==> config.mk <==
export PLATFORM = sky130hd
export DESIGN_NAME = m8_frame_sequencer
export DESIGN_NICKNAME = d
export VERILOG_FILES = /design/src/rtl/m8_seq_pkg.sv /design/src/rtl/m8_word_timer.sv /design/src/rtl/m8_frame_sequencer.sv
export SDC_FILE = /design/constraint.sdc
export NUM_CORES = 1
export LEC_CHECK = 0
export CORE_ASPECT_RATIO = 1.1
export CORE_MARGIN = 10
export CORE_UTILIZATION = 40
export CTS_CLUSTER_DIAMETER = 60
export CTS_CLUSTER_SIZE = 8
export DETAILED_ROUTE_END_ITERATION = 10
export PLACE_DENSITY = 0.79
export RECOVER_POWER = 50
export SLEW_MARGIN = 40
export SYNTH_ARGS = -nofsm -noshare
export SYNTH_HDL_FRONTEND = slang
export SYNTH_SLANG_ARGS = --single-unit
==> constraint.sdc <==
create_clock -name clk -period 2 [get_ports clk]
set_clock_uncertainty 0.2 [all_clocks]
set_input_delay 0.3 -clock clk [delete_from_list [all_inputs] [get_ports clk]]
set_output_delay 0.3 -clock clk [all_outputs]
set_load 0.005 [all_outputs]
==> src/rtl/m8_seq_pkg.sv <==
// Shared state encoding, field widths and default frame geometry for the M8 frame sequencer.
package m8_seq_pkg;

  typedef enum logic [1:0] {
    IDLE,
    WAIT_TICK,
    FETCH,
    CAPTURE
  } seq_state_e;

  localparam int WORD_W        = 12;
  localparam int PTR_W         = 10;
  localparam int GRP_W         = 5;
  localparam int WORD_DIV_DEF  = 16;
  localparam int FRAME_LEN_DEF = 1024;
  localparam int GRP_LEN_DEF   = 32;

endpackage

==> src/rtl/m8_word_timer.sv <==
// Word-slot timer: free-running 0..WORD_DIV-1 counter, held at zero while clear_i is high.
module m8_word_timer
  import m8_seq_pkg::*;
#(
  parameter int WORD_DIV = WORD_DIV_DEF
) (
  input  logic clk,
  input  logic reset,
  input  logic clear_i,
  output logic tick_o
);

  localparam int               CNT_W = $clog2(WORD_DIV);
  localparam logic [CNT_W-1:0] LAST  = CNT_W'(WORD_DIV - 1);

  logic [CNT_W-1:0] cnt_q;
  logic [CNT_W-1:0] cnt_d;

  // NOTE: every signal written in always_comb gets a default first, so no path leaves it unassigned (no latch).
  always_comb begin
    cnt_d = cnt_q + 1'b1;
    if (clear_i || (cnt_q == LAST)) cnt_d = '0;
  end

  // NOTE: state registers use non-blocking assignments so all flops update together at the edge.
  always_ff @(posedge clk or posedge reset) begin
    if (reset) cnt_q <= '0;
    else        cnt_q <= cnt_d;
  end

  assign tick_o = !clear_i && (cnt_q == LAST);

endmodule

==> src/rtl/m8_frame_sequencer.sv <==
// M8 frame sequencer: word fetch strobe, frame pointer, group counter and valid/ready word hand-off.
// Define M8_SEQ_OVR_CNT_EN to add the saturating 8-bit overrun event counter output ovrCnt.
module m8_frame_sequencer
  import m8_seq_pkg::*;
#(
  parameter int WORD_DIV  = WORD_DIV_DEF,
  parameter int FRAME_LEN = FRAME_LEN_DEF,
  parameter int GRP_LEN   = GRP_LEN_DEF
) (
  input  logic              clk,
  input  logic              reset,
  input  logic              enable,
  output logic              bufGetWord,
  output logic [PTR_W-1:0]  bufRdPointer,
  output logic [GRP_W-1:0]  cntGrp,
  input  logic [WORD_W-1:0] dataWord,
  output logic [WORD_W-1:0] wordOut,
  output logic              wordValid,
  input  logic              wordReady,
  output logic              frameStart,
  output logic              grpStart,
  output logic              running,
`ifdef M8_SEQ_OVR_CNT_EN
  output logic [7:0]        ovrCnt,
`endif
  output logic              overrun
);

  seq_state_e        state_q;
  logic              get_q;
  logic [PTR_W-1:0]  ptr_q;
  logic [PTR_W-1:0]  ptr_d;
  logic [GRP_W-1:0]  grp_q;
  logic [GRP_W-1:0]  grp_d;
  logic [WORD_W-1:0] word_q;
  logic              valid_q;
  logic              frame_start_q;
  logic              grp_start_q;
  logic              running_q;
  logic              overrun_q;
  logic              ptr_wrap;
  logic              tick;
`ifdef M8_SEQ_OVR_CNT_EN
  logic [7:0]        ovr_cnt_q;
`endif

  m8_word_timer #(
    .WORD_DIV (WORD_DIV)
  ) u_timer (
    .clk     (clk),
    .reset   (reset),
    .clear_i (state_q == IDLE),
    .tick_o  (tick)
  );

  always_comb begin
    ptr_wrap = (ptr_q == PTR_W'(FRAME_LEN - 1));
    ptr_d    = ptr_wrap ? '0 : ptr_q + 1'b1;
    grp_d    = grp_q;
    if (ptr_wrap) grp_d = (grp_q == GRP_W'(GRP_LEN - 1)) ? '0 : grp_q + 1'b1;
  end

  always_ff @(posedge clk or posedge reset) begin
    if (reset) begin
      state_q       <= IDLE;
      get_q         <= 1'b0;
      ptr_q         <= '0;
      grp_q         <= '0;
      word_q        <= '0;
      valid_q       <= 1'b0;
      frame_start_q <= 1'b0;
      grp_start_q   <= 1'b0;
      running_q     <= 1'b0;
      overrun_q     <= 1'b0;
`ifdef M8_SEQ_OVR_CNT_EN
      ovr_cnt_q     <= '0;
`endif
    end else begin
      get_q <= 1'b0;

      // A slot tick with an unaccepted word means the serializer fell behind the frame clock.
      if (tick && valid_q) begin
        overrun_q <= 1'b1;
`ifdef M8_SEQ_OVR_CNT_EN
        if (ovr_cnt_q != 8'hFF) ovr_cnt_q <= ovr_cnt_q + 8'd1;
`endif
      end

      if (valid_q && wordReady) begin
        valid_q       <= 1'b0;
        frame_start_q <= 1'b0;
        grp_start_q   <= 1'b0;
      end

      case (state_q)
        IDLE: begin
          ptr_q <= '0;
          grp_q <= '0;
          if (enable) begin
            state_q   <= WAIT_TICK;
            running_q <= 1'b1;
          end
        end
        WAIT_TICK: begin
          if (tick) begin
            state_q <= FETCH;
            get_q   <= 1'b1;
          end
        end
        FETCH: state_q <= CAPTURE;
        CAPTURE: begin
          // Written after the accept clear above, so a capture in the same cycle wins.
          word_q        <= dataWord;
          valid_q       <= 1'b1;
          frame_start_q <= (ptr_q == '0);
          grp_start_q   <= (ptr_q == '0) && (grp_q == '0);
          ptr_q         <= ptr_d;
          grp_q         <= grp_d;
          if (ptr_wrap && !enable) begin
            state_q   <= IDLE;
            running_q <= 1'b0;
          end else begin
            state_q <= WAIT_TICK;
          end
        end
        default: begin
          state_q   <= IDLE;
          running_q <= 1'b0;
        end
      endcase
    end
  end

  assign bufGetWord   = get_q;
  assign bufRdPointer = ptr_q;
  assign cntGrp       = grp_q;
  assign wordOut      = word_q;
  assign wordValid    = valid_q;
  assign frameStart   = frame_start_q;
  assign grpStart     = grp_start_q;
  assign running      = running_q;
  assign overrun      = overrun_q;
`ifdef M8_SEQ_OVR_CNT_EN
  assign ovrCnt       = ovr_cnt_q;
`endif

endmodule

# Yosys cells after proc, flatten, opt, wreduce, memory -nomap -nowiden
# Index checks and enable logic that the tools add are counted.
# totals
in_bits	16
out_inout_bits	33
regBits	39
elab_cells	59
# classes
n_eq_ne	10
mux	19
n_reduce_logical	16
add_sub_neg	3
# ops
cell	n
one-hot mux 10 bit (2 select lines)	1
adder 10 x 1 -> 10 bit (second input constant)	1
== test 10 bit (second input constant)	1
logical NOT 10 bit	1
2-to-1 mux 10 bit	1
2-to-1 mux 5 bit	2
one-hot mux 5 bit (2 select lines)	1
2-to-1 mux 1 bit	9
inequality test 2 bit (second input constant)	4
one-hot mux 2 bit (4 select lines)	1
adder 5 x 1 -> 5 bit (second input constant)	1
== test 5 bit (second input constant)	1
logical AND 1 bit	5
logical NOT 5 bit	1
adder 4 x 1 -> 4 bit (second input constant)	1
== test 2 bit (second input constant)	2
== test 4 bit (second input constant)	1
2-to-1 mux 2 bit	2
2-to-1 mux 4 bit	1
AND reduction 2 bit	2
nonzero test 2 bit	2
AND reduction 3 bit	1
== test 2 x 1 -> 1 bit (second input constant)	1
logical NOT 1 bit	2
3 further kinds	3

# Depth between registers and ports, before layout
# logic_depth
ltp_word	5
ltp_mapped	7
depth_no_buf	6

# Cells and area by module
# Synthesis repeated with hierarchy kept, for this count alone.
# unflattened
cells_unflattened	180
hier_area_um2	1890.6
# modules_own_cells
module	seq_area_each_um2	cells_each	area_each_um2	instances
m8_frame_sequencer	875.8	165	1712.9	1
m8_word_timer	100.1	15	177.7	1

# Worst setup path after synthesis
# No wires, ideal clock.
# synth_timing
path_kind	flip-flop to flip-flop
from	register state_q[0]
to	register state_q[0]
setup_ns	0.095
period_less_slack_ns	1.882
setup_slack_ns	0.118
stages_incl_launch_ff	8
arrival_ns	1.586
path_cell_list	dfrtp_1 -> inv_1 -> ha_1 -> clkbuf_1 -> nand4b_1 -> a2bb2oi_1 -> mux2_2 -> o31ai_1
# synth_via
elab_chain_len	5
word_cells_on_any_way	10
# synth_lines
item	line	rtl
from (decl)	m8_frame_sequencer.sv:29	seq_state_e state_q;
from (signal assigned)	m8_frame_sequencer.sv:65	state_q <= IDLE;
from (signal assigned)	m8_frame_sequencer.sv:100	state_q <= WAIT_TICK;
from (signal assigned)	m8_frame_sequencer.sv:106	state_q <= FETCH;
logical NOT 2 bit	m8_frame_sequencer.sv:52, m8_frame_sequencer.sv:95	
logical NOT 1 bit	m8_word_timer.sv:31	assign tick_o = !clear_i && (cnt_q == LAST);
logical AND 1 bit	m8_word_timer.sv:31	
inequality test 2 bit (no line)	--	
AND reduction 2 bit (no line)	--	
# Several ways; a longest one is shown, not always the timed one.
# A chain may end at the register's enable or synchronous reset.

# Worst setup path after layout
# layout_timing
from	register ptr_q[8], in the netlist bufRdPointer[8]
to	output port bufRdPointer[8]
# layout_lines
item	line	rtl
from (decl)	m8_frame_sequencer.sv:31	logic [PTR_W-1:0] ptr_q;
from (signal assigned)	m8_frame_sequencer.sv:117	ptr_q <= ptr_d;
to (decl)	m8_frame_sequencer.sv:14	output logic [PTR_W-1:0] bufRdPointer,
# No word-level cell between the ends.

==> metrics.md <==
| Metric | Value |
|---|---|
| Status | finished clean |
| Register area share after synthesis | 52.0% |
| # placed instances | 288 |
| Fin cells | 295 |
| Root buffer cell | clkbuf_8 |
| Final min period | about 1.9 ns |
| Post-synth EDFFs | 0 |
| Die span in x | between 80 and 90 um |
| Largest net degree at the start of global routing | 30 |
| CP Buf/Inv Count | 1 |
| Vias in the first global route | about 1700 |
| Period utilization | 94.8% |
| Leakage | between 1 and 1.5 nW |
| H-tree depth | 2 |
| Final slew viol count | 0 |
| Total negative setup slack | 0 ns |
| Critical Path AT | about 1.4 ns |
| Crit start category | flip-flop |
| Highest routed layer | met4 |
| Cells along the critical path | clkdlybuf4s50_1 |
| Clock tree buffer depth | 2 |
| Post-Syn Instances | 176 |
| CP required | around 1.5 ns |
| Vias | between 1500 and 2000 |
| Prevailing post-synth register cell | dfrtp_1 |
| Net Sw Power | approximately 0.0011 W |
| Crit path capture type | output port |
| Delay-heaviest family, CP | buffers and inverters |
| Setup-failing EPs final | 0 |
| Grt total ovfl | 0 |
| Hold Slack | around 0.3 ns |
| Comb power frac | between 40% and 50% |
| Port Buffer Count | 48 |
| Core area | around 4600 um^2 |
| CTS tree | yes |
| Starting Density | ~41% |
| Synth cell types | 34 |
| PnR worst setup slack | roughly 0.10 ns |
| Detailed Place HPWL | ~3.7 mm |
| Met3 wire length | roughly 340 um |
| Clock network power share | between 10% and 20% |
| Overall global routing resource usage | 12.5% |
| Number of synthesized register bits | 39 |
| Fin nets | 265 |
| IO Pins | a little under 50 |
| Mapped Avg Cell Area | between 10 and 15 um^2 |
| Peak VDD IR | between 0.0004 and 0.0005 V |
| Pint | between 0.002 and 0.0025 W |
| Yosys Warn Count | 0 |
| Wire length on met1 | between 1.5 and 2 mm |
| Hold Buf Count CTS | 0 |
| Crit path kind | reg2out |
| Met2 routed wirelength | 2.39 mm |
| Drt initial violations | 67 |
| Util after Layout | 56.6% |
| Worst Hold Class | reg2reg |
| Place WS | around 0.046 ns |
| Share of cells above drive strength 1 | ~14% |
| Post-CTS setup buffer count | 0 |
| Num CTS Buffers | 5 |
| Drt first pass iters | 4 |
| CP max-delay cell | clkdlybuf4s50_1 |
| RePlAce Congestion | 0.774 |
| Max stage delay on crit path | ~0.57 ns |
| Final wirelength | around 4.8 mm |
| Clock latency on the worst-skew pair | between 0.2 and 0.3 ns |
| Slew HR | roughly 51% |
| Initial antenna violation count | 0 |
| Crit Path Max Fanout | 7 |
| Syn-to-layout area delta | 38.3% |
| Via density | ~5.3 |
| DRC errors left | 0 |
| Max Cap Viol | 0 |
| Reg clk slew, reported paths | 0.08 ns |
| Least-Margin Pin Slew | about 0.73 ns |
| Clock Sink Count | 39 |
| Final Hold Fails | 0 |
| Post-synth design cell area | around 1900 um^2 |
| Seq pwr share | 35.9% |
| First-pass GRT wire length | approximately 8.1 mm |
| DIE AREA | about 7800 um^2 |
| Antenna viol nets, final | 0 |
| Post-CTS resize count | 0 |
| Rows | 26 |
| Die Y | 91.9 um |
| Post-synth ARST share | 100% |
| Net Sw Frac | 33.8% |
| RSZ-0062 raised after global routing | no |
| Diodes inserted | 0 |
| F_max | about 530 MHz |
| Wirelength per Cell | approximately 16 um |
| PD cells | around 1300 nW/um^2 |
| Synthesized Nets | 202 |
registers in the layout, summed over array words and instances, names as in the netlist:
register       cells
bufGetWord         1
bufRdPointer      10
cntGrp             5
frameStart         1
grpStart           1
overrun            1
running            1
state_q            2
u_timer.cnt_q      4
wordOut           12
wordValid          1
cells by family after synthesis:
logic type | count (synthesis) | share of synthesized area, %
and+or+nand+nor | 60 | 17.7
DFF | 39 | 52.0
AOI/OAI and AO/OA | 28 | 8.79
buffers and inverters | 19 | 3.86
muxes | 13 | 7.79
adders and majority gates | 10 | 6.66
xor gates and xnor gates | 7 | 3.26
cells in the mapped netlist, types with 2 or more instances:
library cell	number	share of area [%]
ha_1	10	6.7
nand3_1	12	3.2
nor2_1	13	2.6
a21oi_1	6	1.6
dfrtp_1	39	52
inv_1	15	3.0
a31oi_1	4	1.3
and3_1	3	1.0
nor3_1	3	0.80
nor3b_1	3	1.2
o21ai_0	9	2.4
o21ai_1	2	0.53
o211ai_1	2	0.80
nand4_1	2	0.67
nor4_1	2	0.67
nand2_1	12	2.4
xnor2_1	6	2.8
mux2_2	13	7.8
clkbuf_1	3	0.60
nand4b_1	3	1.4
cell type report:
cell class	instances	area (um^2)
Fill cell	419	1990
Clock buffer	6	72.6
Sequential cell	39	976
Timing Repair Buffer	60	554
Clock inverter	1	30.0
Tap cell	56	70.1
Inverter	15	56.3
Multi-Input combinational cell	118	838
path summary, 6_finish.rpt:
path,startpoint,end,cells after the start,slack [ns]
setup / recovery,bufRdPointer[8]$_DFFE_PP0P_,bufRdPointer[8],1,0.10
hold / removal,overrun$_DFFE_PP0P_,overrun$_DFFE_PP0P_,1,0.30
setup reg to reg,state_q[0]$_DFFE_PP0P_,state_q[0]$_DFFE_PP0P_,6,0.11
hold reg to reg,overrun$_DFFE_PP0P_,overrun$_DFFE_PP0P_,1,0.30
max in group asynchronous,reset,u_timer.cnt_q[2]$_DFF_PP0_,3,0.66
min in group asynchronous,reset,wordOut[5]$_DFFE_PP0P_,3,0.36
per-stage QoR:
step | total power, W | area, um^2
finish | 0.00328 | 2600
global route | 0.00351 | 2600
CTS | 0.00334 | 2620
detailed placement | 0.00271 | 2510
global placement | 0.00263 | 2510
floorplan | 0.00194 | 1880
routing by layer:
metal  up-vias  track usage [%]
met3         6             4.87
li1        745                -
met4         0             4.81
met5         -                0
met1       775             14.2
met2        47             20.7
power by group through the flow:
stage / Combinational (W) / Sequential [W] / Clock, W
after floorplan: 0.000739 / 0.00120 / 0
after global placement: 0.00146 / 0.00117 / 0
after detailed placement: 0.00152 / 0.00119 / 0
after CTS: 0.00152 / 0.00118 / 0.000646
after global routing: 0.00162 / 0.00121 / 0.000679
final: 0.00147 / 0.00118 / 0.000633
worst reg2reg max path: cells and delay by family (launching register included):
kind,cells,cell delay [ns]
flops,1,0.38
mux,1,0.36
compound gates,2,0.29
fa+ha+maj,1,0.23
simple gates,1,0.22
buf+inv,1,0.11
cell usage in the layout (no fill, tap or decap), drive strengths merged, types with 10 or more instances in the layout:
cell            n
clkdlybuf4s50  47
mux2           13
nand2          12
o21ai          11
inv            15
nor2           13
ha             10
clkbuf         11
nand3          13
dfrtp          39
Power figures use the tool's default switching activity.
